--- config.mk ---
export PLATFORM = sky130hd
export DESIGN_NAME = debounce_edge_detect
export DESIGN_NICKNAME = d
export VERILOG_FILES = /design/src/rtl/debounce_edge_detect.sv
export SDC_FILE = /design/constraint.sdc
export NUM_CORES = 1
export LEC_CHECK = 0
export ABC_CLOCK_PERIOD_IN_PS = 4300
export BUFFER_PORTS_ARGS = -buffer_cell sky130_fd_sc_hd__buf_4
export CAP_MARGIN = 20
export CORE_ASPECT_RATIO = 1.1
export CORE_MARGIN = 3
export CORE_UTILIZATION = 45
export CTS_BUF_LIST = sky130_fd_sc_hd__clkbuf_4
export CTS_CLUSTER_SIZE = 8
export DETAILED_ROUTE_END_ITERATION = 10
export PLACE_DENSITY = 0.7
export SLEW_MARGIN = 10
export SYNTH_ARGS = -nofsm -noshare
export SYNTH_HDL_FRONTEND = slang
export SYNTH_SLANG_ARGS = --single-unit
--- constraint.sdc ---
create_clock -name clk -period 4.3 [get_ports clk]
set_input_delay 0.86 -clock clk [delete_from_list [all_inputs] [get_ports clk]]
set_output_delay 0.86 -clock clk [all_outputs]
set_load 0.02 [all_outputs]
--- src/rtl/debounce_edge_detect.sv ---
// Debounce filter with edge detection and a rising-edge event counter.
// Takes the output of the two-flop synchronizer and removes bounce and glitches.
// A change is committed only after DEBOUNCE_CYCLES consecutive samples that
// differ from the current level.
// On a commit the block updates the clean level and emits a one-cycle rise or
// fall pulse. Each rise also increments a wrapping event counter.
// Optional feature: define DEBOUNCE_IRQ_EN to add a sticky irq flag and its
// irq_clr input.
module debounce_edge_detect #(
    parameter int DEBOUNCE_CYCLES = 16,
    parameter int CNT_W           = 16
) (
    input  logic             clk,
    input  logic             reset,
    input  logic             in_sync,
`ifdef DEBOUNCE_IRQ_EN
    input  logic             irq_clr,
    output logic             irq,
`endif
    output logic             level,
    output logic             rise,
    output logic             fall,
    output logic [CNT_W-1:0] event_cnt
);

    localparam int STAB_W = $clog2(DEBOUNCE_CYCLES + 1);
    localparam logic [STAB_W-1:0] STAB_LAST = STAB_W'(DEBOUNCE_CYCLES - 1);

    typedef enum logic [1:0] {
        IDLE_LO = 2'd0,
        CHK_HI  = 2'd1,
        IDLE_HI = 2'd2,
        CHK_LO  = 2'd3
    } state_t;

    state_t            state_q, state_d;
    logic [STAB_W-1:0] stab_cnt_q, stab_cnt_d;
    logic              level_q, level_d;
    logic              rise_q, rise_d;
    logic              fall_q, fall_d;
    logic [CNT_W-1:0]  event_cnt_q, event_cnt_d;

    // State and output registers; reset overrides any check in progress
    always_ff @(posedge clk) begin
        if (reset) begin
            state_q     <= IDLE_LO;
            stab_cnt_q  <= '0;
            level_q     <= 1'b0;
            rise_q      <= 1'b0;
            fall_q      <= 1'b0;
            event_cnt_q <= '0;
        end else begin
            state_q     <= state_d;
            stab_cnt_q  <= stab_cnt_d;
            level_q     <= level_d;
            rise_q      <= rise_d;
            fall_q      <= fall_d;
            event_cnt_q <= event_cnt_d;
        end
    end

    // Next-state logic; pulses default low so each commit yields exactly one
    always_comb begin
        state_d     = state_q;
        stab_cnt_d  = stab_cnt_q;
        level_d     = level_q;
        rise_d      = 1'b0;
        fall_d      = 1'b0;
        event_cnt_d = event_cnt_q;
        unique case (state_q)
            IDLE_LO: begin
                if (in_sync) begin
                    if (DEBOUNCE_CYCLES == 1) begin
                        level_d     = 1'b1;
                        rise_d      = 1'b1;
                        event_cnt_d = event_cnt_q + CNT_W'(1);
                        stab_cnt_d  = '0;
                        state_d     = IDLE_HI;
                    end else begin
                        stab_cnt_d = STAB_W'(1);
                        state_d    = CHK_HI;
                    end
                end
            end
            CHK_HI: begin
                if (!in_sync) begin
                    stab_cnt_d = '0;
                    state_d    = IDLE_LO;
                end else if (stab_cnt_q == STAB_LAST) begin
                    level_d     = 1'b1;
                    rise_d      = 1'b1;
                    event_cnt_d = event_cnt_q + CNT_W'(1);
                    stab_cnt_d  = '0;
                    state_d     = IDLE_HI;
                end else begin
                    stab_cnt_d = stab_cnt_q + STAB_W'(1);
                end
            end
            IDLE_HI: begin
                if (!in_sync) begin
                    if (DEBOUNCE_CYCLES == 1) begin
                        level_d    = 1'b0;
                        fall_d     = 1'b1;
                        stab_cnt_d = '0;
                        state_d    = IDLE_LO;
                    end else begin
                        stab_cnt_d = STAB_W'(1);
                        state_d    = CHK_LO;
                    end
                end
            end
            CHK_LO: begin
                if (in_sync) begin
                    stab_cnt_d = '0;
                    state_d    = IDLE_HI;
                end else if (stab_cnt_q == STAB_LAST) begin
                    level_d    = 1'b0;
                    fall_d     = 1'b1;
                    stab_cnt_d = '0;
                    state_d    = IDLE_LO;
                end else begin
                    stab_cnt_d = stab_cnt_q + STAB_W'(1);
                end
            end
            default: begin
                stab_cnt_d = '0;
                state_d    = IDLE_LO;
            end
        endcase
    end

`ifdef DEBOUNCE_IRQ_EN
    logic irq_q, irq_d;

    // Sticky edge flag; a new edge takes priority over a simultaneous clear
    always_comb begin
        irq_d = irq_q;
        if (rise_d || fall_d) begin
            irq_d = 1'b1;
        end else if (irq_clr) begin
            irq_d = 1'b0;
        end
    end

    // irq flag register
    always_ff @(posedge clk) begin
        if (reset) begin
            irq_q <= 1'b0;
        end else begin
            irq_q <= irq_d;
        end
    end

    assign irq = irq_q;
`endif

    assign level     = level_q;
    assign rise      = rise_q;
    assign fall      = fall_q;
    assign event_cnt = event_cnt_q;

endmodule

# Yosys cells after proc, flatten, opt, wreduce, memory -nomap -nowiden

Index checks and enable logic that the tools add are counted.

$add $sub $neg: 2
Mux-type cells: 19
Equal/unequal tests: 12
Bitwise operators: 3
Reductions and logical operators: 8

Operator list:

| kind                                           | number |
|---|---|
| 2-to-1 mux 5 bit                               | 5 |
| case mux 5 bit (4 select lines)                | 1 |
| adder 16 x 1 -> 16 bit (second input constant) | 1 |
| 2-to-1 mux 2 bit                               | 6 |
| != test 2 bit (second input constant)          | 6 |
| case mux 2 bit (4 select lines)                | 1 |
| != test 3 bit (second input constant)          | 2 |
| OR reduction 3 bit                             | 2 |
| adder 5 x 1 -> 5 bit (second input constant)   | 1 |
| == test 5 x 4 -> 1 bit (second input constant) | 1 |
| 2-to-1 mux 1 bit                               | 5 |
| AND reduction 5 bit                            | 1 |
| == test 2 bit (second input constant)          | 2 |
| AND reduction 4 bit                            | 1 |
| NOT 1 bit                                      | 3 |
| AND reduction 3 bit                            | 1 |
| == test 2 x 1 -> 1 bit (second input constant) | 1 |
| zero test 2 bit                                | 1 |
| case mux 1 bit (2 select lines)                | 1 |
| AND reduction 2 bit                            | 1 |
| nonzero test 2 bit                             | 1 |

Register bits: 26
Bits of input ports: 3
Word-level logic and storage cells: 50
Output and inout bits: 19

# Longest topological paths before layout

Depth after elaboration: 4
Mapped depth: 6
Mapped depth without buffers: 5

# Worst setup path after synthesis

No wires, ideal clock.

Path type: input-to-reg
From: input port in_sync
To: register event_cnt_q[15], in the netlist event_cnt[15]
Setup slack: 1953 ps
Setup time: 70 ps
Stages: 6
Path buffers: 2
Required time: 4230 ps
Arrival time: 2277 ps
Path through: clkbuf_2 > nand4bb_4 > or4_1 > buf_2 > or3_1 > a21oi_1

Cells in the longest elaborated chain, start to end: 1

RTL lines:

| what                          | line | RTL |
|---|---|---|
| start, declared               | 15   | `input logic in_sync,` |
| AND reduction 3 bit (no line) | --   |  |
| end signal, assigned          | 58   | `event_cnt_q <= event_cnt_d;` |
| end, declared                 | 41   | `logic [CNT_W-1:0] event_cnt_q, event_cnt_d;` |

Every way passes these cells.
A chain may end at the register's enable or synchronous reset.

# Worst setup path in the final report

From: register stab_cnt_q[0]
To: register event_cnt_q[15], in the netlist event_cnt[15]

Cells in the longest elaborated chain, start to end: 2

RTL lines:

| what                          | line | RTL |
|---|---|---|
| start, declared               | 37   | `logic [STAB_W-1:0] stab_cnt_q, stab_cnt_d;` |
| start signal, assigned        | 54   | `stab_cnt_q <= stab_cnt_d;` |
| == test 5 x 4 -> 1 bit        | 89   | `end else if (stab_cnt_q == STAB_LAST) begin` |
| AND reduction 3 bit (no line) | --   |  |

Every way passes these cells.

==> impl_summary.log <==
INFO  metric final.fill_count = 246
INFO  metric result_of_the_run = finished clean
INFO  metric max-cap-violations = 0
INFO  metric worstMarginPinSlew = 0.5937 ns
INFO  metric design.die.area = 0.003354 mm2
INFO  metric grt-ovfl-total = 0
INFO  metric detailedRoute.firstPassIterationCount = 4
INFO  metric postSynthRegisterBits = 26
INFO  metric layout_min_cycle_time = 2.108 ns
INFO  metric share_of_the_synthesized_area_in_compound_gates_ao_oa_aoi_oai = 0.1207
INFO  metric setup_total_negative_slack = 0 ns
INFO  metric dieWidth = 55.49 um
INFO  metric yosysTopAreaCellShare = 0.4293
INFO  metric floorplan.rows = 19
INFO  metric clock_tree_from_tritoncts = yes
INFO  metric endpoint_kind = flip-flop
INFO  metric power_per_cell_area = ~300 mW/mm2
INFO  metric detailroute.via_count = 1043
INFO  metric worst_ir_drop_vdd = 0.1738 mV
INFO  metric critPathCapture = event_cnt[15]
INFO  metric ioPinCount = 22
INFO  metric number_of_failing_setup_endpoints_in_the_final_timing_report = 0
INFO  metric finalNetCount = roughly 160
INFO  metric ctsLongestPathBuffers = 2
INFO  metric cts-root-buf = clkbuf_4
INFO  metric final_cell_mix = dfxtp_1, buf_4, nor2_1
INFO  metric groute.usage.overall = 0.1520
INFO  metric synth-seq-area-share = 0.4293
INFO  metric per_instance_average_area_after_synthesis = between 8 and 9 um2
INFO  metric reg2reg_to = event_cnt[15]
INFO  metric cts.repair_timing.setup_buffer_count = 0
INFO  metric synth.cell_area = 0.001212 mm2
INFO  metric critPathMaxFanout = 7
INFO  metric htreeDepth = 1
INFO  metric timing.hold.worst.class = reg -> reg
INFO  metric synth_top_area_cell = dfxtp_1
INFO  metric ys_warn_count = 0
INFO  metric reg2reg_from = stab_cnt_q[0]
INFO  metric first_pass_grt_wire_length = 4105 um
INFO  metric cp.arrival = 2.37 ns
INFO  metric post_synth_xor_area_fraction = 0.07946
INFO  metric maxClockFrequency = 474.3 MHz
INFO  metric drive_gt1_frac = 0.1859
INFO  metric grt_max_degree = 28
INFO  metric design.core.area = 0.002544 mm2
INFO  metric p_total = 428.0 uW
INFO  metric clock_tree_skew_after_final_layout = 0.005815 ns
INFO  metric syn_to_final_growth = 18.47%
INFO  metric worst_slew_margin_rel = 0.6028
INFO  metric place_hpwl = 1779 um
INFO  metric synth_simple_gate_area_frac = 0.3086
INFO  metric post_cts_resize_count = 0
INFO  metric cts_hold_buf = 0
INFO  metric detail-route-antenna-nets = 0
INFO  metric cts_made_buffers = 3
INFO  metric setup_cp_type = reg -> reg
INFO  metric final.period_utilization = 0.4903
INFO  metric hold_viol_final = 0
INFO  metric worstPathRequired = roughly 4.6 ns
INFO  metric synth_top_family_by_area = simple AND/OR/NAND/NOR gates
INFO  metric grt_pass1_vias = roughly 940
INFO  metric wl_final = approximately 2500 um
INFO  metric startpoint = stab_cnt_q[0]
INFO  metric synthTopCellsByArea = dfxtp_1, xnor2_1, a21oi_1
INFO  metric clock_latency_reported_for_the_late_side_of_the_worst_skew_pair = 0.33 ns
INFO  metric post_synth_fa_ha_maj_area_fraction = 0.02064
INFO  metric fp.dieH = 60.44 um
INFO  metric setup.worst_path.start_class = flip-flop
INFO  metric diodes = 0
INFO  metric worst-r2r-cell-count = 5
INFO  metric initial_antenna_violation_count = 0
INFO  metric route.detailed.vias_per_inst = roughly 5.6
INFO  metric clock_input_transition_at_the_sequential_cells_of_the_worst_setup_and_hold_paths = about 0.14 ns
INFO  metric drt_drc_violations_left = 0
INFO  metric wl_per_cell = roughly 13 um
INFO  metric place_congestion = 0.7298
INFO  metric preCtsSetupSlack = 1.911 ns
INFO  metric regToRegSetupSlack = 2.19 ns
INFO  metric layout.cells.most_common = dfxtp_1
INFO  metric grt_setup_unrepaired = no
INFO  metric initial_core_util = 0.4766
INFO  metric fin_ws = 2.192 ns
INFO  metric syn_nets = 142
INFO  metric quantity_of_i_o_buffers_inserted_on_ports = 21
INFO  metric number_of_library_cell_types_mapped_by_synthesis = 35
INFO  metric postSynthCellCount = 137
INFO  metric p_leak = approximately 0.5 nW
INFO  metric clock-sinks = 26
INFO  metric post_synth_mux_area_share = 0.008256
INFO  metric iteration_0_drc_count_of_the_detailed_router = 32
INFO  metric finalMaxSlewViolations = 0
-- logic make-up after synthesis --
family,Yosys count
AOI/OAI and AO/OA,25
xor gates and xnor gates,11
muxes,1
adders and majority gates,2
DFF,26
and+or+nand+nor,62
buffers and inverters,10
-- Yosys cell counts --
cell,instances
or2b_2,1
xor2_1,3
nor2_1,13
nand2_1,7
and4bb_2,1
clkbuf_1,4
buf_2,1
nor4b_1,1
nand3_1,8
nor3_1,4
nand4_1,4
o2111ai_1,1
a21oi_1,10
o21ai_0,6
or2_2,1
and3b_1,1
o21bai_1,1
nand3b_1,1
a31oi_1,2
a211oi_1,1
clkbuf_2,1
inv_1,4
nand4bb_4,1
nand2b_1,1
ha_1,2
nor3b_1,2
and4_1,3
mux2i_1,1
nor4_1,4
or4_1,4
or3_1,4
xnor2_1,8
o31ai_1,4
nor2b_1,1
dfxtp_1,26
-- per-layer routing --
| layer | GRT usage | share of wire | vias up |
|---|---|---|---|
| met5 | 0 | 0 | - |
| met4 | 0.07292 | 0.012 | 0 |
| met3 | 0.02553 | 0.028 | 4 |
| met2 | 0.2787 | 0.50 | 14 |
| met1 | 0.1751 | 0.46 | 488 |
| li1 | - | - | 537 |
-- through the flow --
stage          std cells  utilization  hold WS (ns)  instance area [um2]
4_1_cts              187       0.5647        0.5182                 1436
3_5_place_dp         183       0.5440        0.4996                 1384
2_1_floorplan        137            -        0.4976                 1212
3_3_place_gp         183       0.5440        0.4757                 1384
5_1_grt              187       0.5647        0.5392                 1436
6_report             187       0.5647        0.5136                 1436
-- how the worst min path moves through the flow --
stage / start / end / slack [ns] / depth (start not counted)
floorplan: flip-flop / flip-flop / 0.50 / 2
global placement: event_cnt[15] / event_cnt[15] / 0.48 / 2
detailed placement: event_cnt[15] / event_cnt[15] / 0.50 / 2
CTS: event_cnt[15] / event_cnt[15] / 0.52 / 2
global route: event_cnt[15] / event_cnt[15] / 0.54 / 2
finish: event_cnt[15] / event_cnt[15] / 0.51 / 2
-- cell type report --
| cell class | count | area, um2 | area share |
|---|---|---|---|
| multi-input combinational | 101 | 651.9 | 0.4538 |
| clock inverter | 1 | 30.03 | 0.02091 |
| clock buffer | 3 | 22.52 | 0.01568 |
| timing repair buffer | 21 | 157.7 | 0.1098 |
| inverter | 4 | 15.01 | 0.01045 |
| sequential | 26 | 520.5 | 0.3624 |
| tap | 31 | 38.79 | 0.02700 |
-- power breakdown --
part	switching, mW	internal [mW]	leakage (nW)
combinational	0.00913	0.00512	0.267
clock	0.0745	0.0943	0.0279
sequential	0.00254	0.242	0.210
total	0.0861	0.342	0.505
-- state kept, by name (all words and copies together), names as in the netlist, named ones only --
| name | cells |
|---|---|
| fall | 1 |
| rise | 1 |
| level | 1 |
| state_q | 1 |
| event_cnt | 16 |
| stab_cnt_q | 5 |
-- worst max-delay path, stage by stage, from the launching register on --
cell,delay (ns)
dfxtp_1,0.39
ha_1,0.24
nand4_1,0.23
or4_1,0.67
or3_1,0.38
a21oi_1,0.14
Power figures use the tool's default switching activity.
